<file path="config.mk">
export PLATFORM = sky130hd
export DESIGN_NAME = i2s_rx_master
export DESIGN_NICKNAME = d
export VERILOG_FILES = /design/src/rtl/i2s_rx_master.sv
export SDC_FILE = /design/constraint.sdc
export NUM_CORES = 1
export LEC_CHECK = 0
export ABC_AREA = 1
export BUFFER_PORTS_ARGS = -buffer_cell sky130_fd_sc_hd__buf_2
export CORE_ASPECT_RATIO = 1.1
export CORE_MARGIN = 3
export CORE_UTILIZATION = 30
export DETAILED_ROUTE_END_ITERATION = 12
export PLACE_DENSITY = 0.5
export SYNTH_ARGS = -nofsm -noshare
export SYNTH_HDL_FRONTEND = slang
export SYNTH_SLANG_ARGS = --single-unit
</file>
<file path="constraint.sdc">
create_clock -name clk -period 1.8 [get_ports clk]
set_clock_uncertainty 0.15 [all_clocks]
set_input_delay 0.18 -clock clk [delete_from_list [all_inputs] [get_ports clk]]
set_output_delay 0.18 -clock clk [all_outputs]
set_load 0.05 [all_outputs]
</file>
<file path="src/rtl/i2s_rx_master.sv">
// I2S clock master and multi-line deserializer.
//
// Generates SCK/WS for NUM_LINES stereo SD lines and captures SAMPLE_BITS-wide
// samples from each line. A completed frame (all 2*NUM_LINES channels) is
// copied into a one-frame output buffer and streamed out over AXI-Stream as
// sign-extended 32-bit words, channel index = 2*line + slot (0 = left).
//
// Ports:
//   clk, rst            system clock, synchronous active-high reset
//   enable              run request; low stops SCK/WS and discards the partial frame
//   sck, ws             registered I2S bit clock and word select (0 = left)
//   sd[NUM_LINES]       serial data, asynchronous to clk
//   m_axis_*            output stream (tdata, tuser, tlast, tvalid, tready)
//   overrun             sticky flag: a completed frame found the buffer busy
//   overrun_clr         clears overrun (a coincident set wins)
//   frame_cnt           frames accepted into the output buffer, wraps
module i2s_rx_master #(
  parameter int CLK_DIV     = 4,
  parameter int SAMPLE_BITS = 24,
  parameter int NUM_LINES   = 2
) (
  input  logic                           clk,
  input  logic                           rst,
  input  logic                           enable,
  output logic                           sck,
  output logic                           ws,
  input  logic [NUM_LINES-1:0]           sd,
  output logic [31:0]                    m_axis_tdata,
  output logic [$clog2(2*NUM_LINES)-1:0] m_axis_tuser,
  output logic                           m_axis_tlast,
  output logic                           m_axis_tvalid,
  input  logic                           m_axis_tready,
  output logic                           overrun,
  input  logic                           overrun_clr,
  output logic [31:0]                    frame_cnt
);

  localparam int NUM_CH = 2 * NUM_LINES;
  localparam int CH_W   = $clog2(NUM_CH);

  localparam logic [7:0] DIV_MAX = 8'(CLK_DIV - 1);
  // Slot bit windows; bc=0 and bc=32 carry the I2S one-bit delay.
  localparam logic [5:0] L_FIRST = 6'd1;
  localparam logic [5:0] L_LAST  = 6'(SAMPLE_BITS);
  localparam logic [5:0] R_FIRST = 6'd33;
  localparam logic [5:0] R_LAST  = 6'(32 + SAMPLE_BITS);

  function automatic logic signed [31:0] sign_ext(input logic [SAMPLE_BITS-1:0] v);
    return {{(32 - SAMPLE_BITS){v[SAMPLE_BITS-1]}}, v};
  endfunction

  typedef enum logic [0:0] {S_IDLE, S_SEND} state_t;

  logic [NUM_LINES-1:0]                    r_sd_p0, r_sd_p1;
  logic [7:0]                              r_div;
  logic                                    r_sck, r_ws;
  logic [5:0]                              r_bc;
  logic [5:0]                              w_bc_inc;
  logic                                    w_cap, w_frame_done, w_load, w_drop;
  logic [NUM_LINES-1:0][SAMPLE_BITS-1:0]   r_shl, r_shr;
  logic [NUM_CH-1:0][SAMPLE_BITS-1:0]      r_buf;
  state_t                                  r_state, w_state_nxt;
  logic [CH_W-1:0]                         r_ch, w_ch_nxt;
  logic                                    w_last;
  logic                                    r_overrun;
  logic [31:0]                             r_frame_cnt;

  // Stage p0/p1: two-flop synchronizer for the asynchronous SD lines.
  always_ff @(posedge clk) begin
    r_sd_p0 <= sd;
    r_sd_p1 <= r_sd_p0;
  end

  // SCK divider and bit counter. WS takes the post-increment bc[5] so it only
  // moves on the SCK falling edge.
  assign w_bc_inc = r_bc + 6'd1;
  always_ff @(posedge clk) begin
    if (rst || !enable) begin
      r_div <= '0;
      r_sck <= 1'b0;
      r_bc  <= '0;
      r_ws  <= 1'b0;
    end else if (r_div == DIV_MAX) begin
      r_div <= '0;
      r_sck <= ~r_sck;
      if (r_sck) begin
        r_bc <= w_bc_inc;
        r_ws <= w_bc_inc[5];
      end
    end else begin
      r_div <= r_div + 8'd1;
    end
  end

  // Capture happens on the clk edge where SCK goes 1->0; r_bc still names the
  // bit that was on the line during the SCK period just ending.
  assign w_cap        = enable && (r_div == DIV_MAX) && r_sck;
  assign w_frame_done = w_cap && (r_bc == 6'd63);
  assign w_load       = w_frame_done && (r_state == S_IDLE);
  assign w_drop       = w_frame_done && (r_state == S_SEND);

  always_ff @(posedge clk) begin
    if (rst) begin
      r_shl <= '0;
      r_shr <= '0;
    end else if (w_cap) begin
      for (int i = 0; i < NUM_LINES; i++) begin
        if (r_bc >= L_FIRST && r_bc <= L_LAST)
          r_shl[i] <= {r_shl[i][SAMPLE_BITS-2:0], r_sd_p1[i]};
        if (r_bc >= R_FIRST && r_bc <= R_LAST)
          r_shr[i] <= {r_shr[i][SAMPLE_BITS-2:0], r_sd_p1[i]};
      end
    end
  end

  // Frame buffer, accept counter and sticky overrun.
  always_ff @(posedge clk) begin
    if (rst) begin
      r_buf       <= '0;
      r_frame_cnt <= '0;
      r_overrun   <= 1'b0;
    end else begin
      if (w_load) begin
        for (int i = 0; i < NUM_LINES; i++) begin
          r_buf[2*i]   <= r_shl[i];
          r_buf[2*i+1] <= r_shr[i];
        end
        r_frame_cnt <= r_frame_cnt + 32'd1;
      end
      if (w_drop)
        r_overrun <= 1'b1;
      else if (overrun_clr)
        r_overrun <= 1'b0;
    end
  end

  // Output FSM: the buffer counts as busy for as long as it is in S_SEND.
  assign w_last = (r_ch == CH_W'(NUM_CH - 1));

  always_ff @(posedge clk) begin
    if (rst) begin
      r_state <= S_IDLE;
      r_ch    <= '0;
    end else begin
      r_state <= w_state_nxt;
      r_ch    <= w_ch_nxt;
    end
  end

  always_comb begin
    w_state_nxt = r_state;
    w_ch_nxt    = r_ch;
    unique case (r_state)
      S_IDLE: begin
        if (w_load) begin
          w_state_nxt = S_SEND;
          w_ch_nxt    = '0;
        end
      end
      S_SEND: begin
        if (m_axis_tready) begin
          if (w_last) begin
            w_state_nxt = S_IDLE;
            w_ch_nxt    = '0;
          end else begin
            w_ch_nxt = r_ch + CH_W'(1);
          end
        end
      end
      default: begin
        w_state_nxt = S_IDLE;
        w_ch_nxt    = '0;
      end
    endcase
  end

  assign sck           = r_sck;
  assign ws            = r_ws;
  assign m_axis_tvalid = (r_state == S_SEND);
  assign m_axis_tdata  = m_axis_tvalid ? 32'(sign_ext(r_buf[r_ch])) : 32'd0;
  assign m_axis_tuser  = r_ch;
  assign m_axis_tlast  = m_axis_tvalid && w_last;
  assign overrun       = r_overrun;
  assign frame_cnt     = r_frame_cnt;

endmodule

</file>
==> metrics.txt <==
CTS buffer count 29; Max Clock Freq 444 MHz; setup TNS -43.79 ns; area post-placement 11900 µm²; Final period util 125%; Vias 10900; post-synthesis cell area 10500 µm²; area leader, netlist dfxtp_1; remaining global-route overflow 0; total track usage 17.5%; Worst Path Arrival 1.92 ns; Cell variety after synth 32; Req. time, crit path 1.47 ns; Die Ht 202 µm; core box area 34400 µm²; critical path type reg -> out; clk sink count 247; Area Growth Syn to Fin 60.6%; Power Total 11.5 mW; M3 GR Usage 2.32%; Pre-antenna DRT Iters 5; DRT iter0 DRCs 782; Routability Congestion 0.859; Max Cap Viol 0; post-synthesis mux area share 0%; share of cells above drive strength 1 40.5%; Port-buffer cells 77; element type at the critical path end primary output; largest family of logic cells by synthesized area simple AND/OR/NAND/NOR gates; worst reg2reg endpoint r_buf[44]$_SDFFE_PP0P_; design area 16900 µm²; initial antenna violation count 0; Post-Syn Area per Cell 6.98 µm²; hold path cells 5; drt wl/cell 18.6 µm; PnR worst setup slack -0.454 ns; final wirelength 39500 µm; Starting Density 30.5%; synth warn 0; largest net degree at the start of global routing 66; Hold Path Sink overrun$_SDFFE_PP0P_; post-route minimum period 2.25 ns; endpoints failing setup 261; FF+latch count, synth 247; post-route ant nets 0; Clock Latency Late Sink 0.56 ns; Top Ports 78; final hold viol count 0; diode count 0; placed cells 1982; area of the multi-input gates 6910 µm²; Peak supply drop 0.834 mV; worst setup path startpoint m_axis_tuser[0]$_SDFFE_PP0P_; global route hottest layer met2; DRC 0; Simple-Gate Fraction of Synth Area 29.4%; RR Startpoint r_div[0]$_SDFF_PP0_; share of the synthesized area in the top cell type 47.1%; row cnt 71; post-synthesis adder-cell area fraction 0.715%; worst r2r path cells 11; CTS Buffer Depth 3; Register Area 4980 µm²; FF-to-FF setup slack -0.21 ns; full die area 37300 µm²; Mapped Cells 1504; Hold Slack 0.0794 ns; Hold Path Origin enable; CP Launch Type flip-flop; Seq/Total Area, Yosys 47.1%; met1 usage 23.4%; HPWL after DPL 19100 µm; vias in the first global route 9551; syn nets 1517; outcome finished with violations; Lkg Pwr 6.40 nW; htree depth 1; Non-Filler Instances 2128; Via density 5.11; Layout Nets 1685; worst slew pin tran 0.527 ns; first-pass GRT wire length 52800 µm; Fillers 3184; XOR/XNOR share of the synthesized area 1.42%; Compound-Gate Fraction of Synth Area 15.2%; clk slew on worst S/H paths 0.06 ns; root buffer cell clkbuf_16; Die X 184 µm; CTS tree done; PwrDens 681 nW/µm²; Worst Hold Class in -> reg; violated checks negative setup slack; RSZ-0062 raised after global routing true; top cells by area, synth dfxtp_1 47%, nor2_1 20%, o21ai_0 9.3%; Max Fanout on Critical Path 5; met2 Usage GRT 30.0%; Relative slew margins 64.9%; Final Max Tran Viols 0
==> synth_stat cells <==
cell / instances
ha_1: 6
nand2_2: 4
clkbuf_2: 2
nor2_2: 2
buf_4: 10
xnor2_1: 5
o21ai_0: 195
buf_1: 4
inv_2: 6
nor3_1: 3
a21o_1: 1
nand4_1: 3
o21ai_1: 55
o21a_1: 1
buf_6: 10
nand3_1: 11
a31oi_1: 1
nand3b_1: 15
clkbuf_1: 45
nand4_4: 1
clkinv_1: 1
dfxtp_1: 247
or2_2: 1
a21oi_1: 65
nor2_4: 1
and3_1: 1
inv_1: 28
buf_2: 27
nand2_1: 184
nor2_1: 556
xor2_1: 12
nor2_8: 1
==> stage by stage <==
| stage | setup WS [ns] | util, % |
|---|---|---|
| final | -0.454 | 49.0 |
| after global routing | -0.542 | 49.0 |
| after CTS | -0.470 | 41.3 |
| after detailed placement | -0.246 | 34.7 |
| after global placement | -0.238 | 34.7 |
| after floorplan | -0.337 | - |
==> cell families (layout without fill, tap and decap cells) <==
kind of cell / after synthesis / in the layout
AO/OA/AOI/OAI: 318 / 319
XOR/XNOR: 17 / 17
adder cells (fa/ha/maj): 6 / 6
buffers and inverters: 133 / 316
flip-flops: 247 / 247
AND/OR/NAND/NOR: 783 / 785
==> per-layer routing <==
layer / wire length (µm) / share of wire (%) / vias up
met5: 0 / 0 / -
met4: 1360 / 3.4 / 0
met3: 2090 / 5.3 / 97
met2: 19300 / 49 / 330
met1: 16800 / 42 / 5231
li1: - / - / 5214
==> worst max-delay path by stage <==
stage,end
floorplan,m_axis_tdata[24]
global placement,r_shl[37]$_SDFFE_PP0P_
detailed placement,r_shl[37]$_SDFFE_PP0P_
CTS,m_axis_tdata[26]
global route,m_axis_tdata[20]
finish,m_axis_tdata[22]
==> worst max-delay path, cell delays in order, from the launching register on <==
cell and delay [ns]:
dfxtp_4 0.42, buf_12 0.13, clkbuf_16 0.16, buf_12 0.10
nor2_4 0.02, nor2_2 0.11, o21ai_2 0.08, a21oi_4 0.17
buf_8 0.16
==> where the power goes <==
group          internal, mW  switching [mW]  leakage (nW)
logic                 0.116           0.191          3.95
registers              5.47         0.00542          2.00
clock network          3.35            2.36         0.450
==> cell type report <==
class / count / area share [%]
inverter: 35 / 1.12
tap: 438 / 3.25
clock buffer: 43 / 4.97
multi-input combinational: 1127 / 41.0
clock inverter: 6 / 0.438
timing repair buffer: 232 / 19.7
sequential: 247 / 29.5
==> state kept, by name, summed over array words and instances (netlist names) <==
name and flops:
r_buf 96, r_shl 48, r_shr 48, frame_cnt 32, r_div 8, r_bc 5
m_axis_tuser 2, r_sd_p0 2, r_sd_p1 2, m_axis_tvalid 1, overrun 1, sck 1
ws 1
==> what timing repair did <==
action	4_1_cts	5_1_grt
buffers inserted	18	27
cloned	21	36
hold buffers	5	0
pin swaps	35	193
endpoints found under the setup margin	259	265
resized for setup	235	570
hold endpoints to repair	32	0
==> cells in the final DEF (no fill, tap or decap), types with 45 or more instances in the layout <==
master and count:
nor2_2 98, nor2_1 383, o21ai_2 103, nand2_1 152, dfxtp_1 231, clkbuf_16 54, o21ai_1 96, nor2_4 78
buf_12 45
Power figures use the tool's default switching activity.
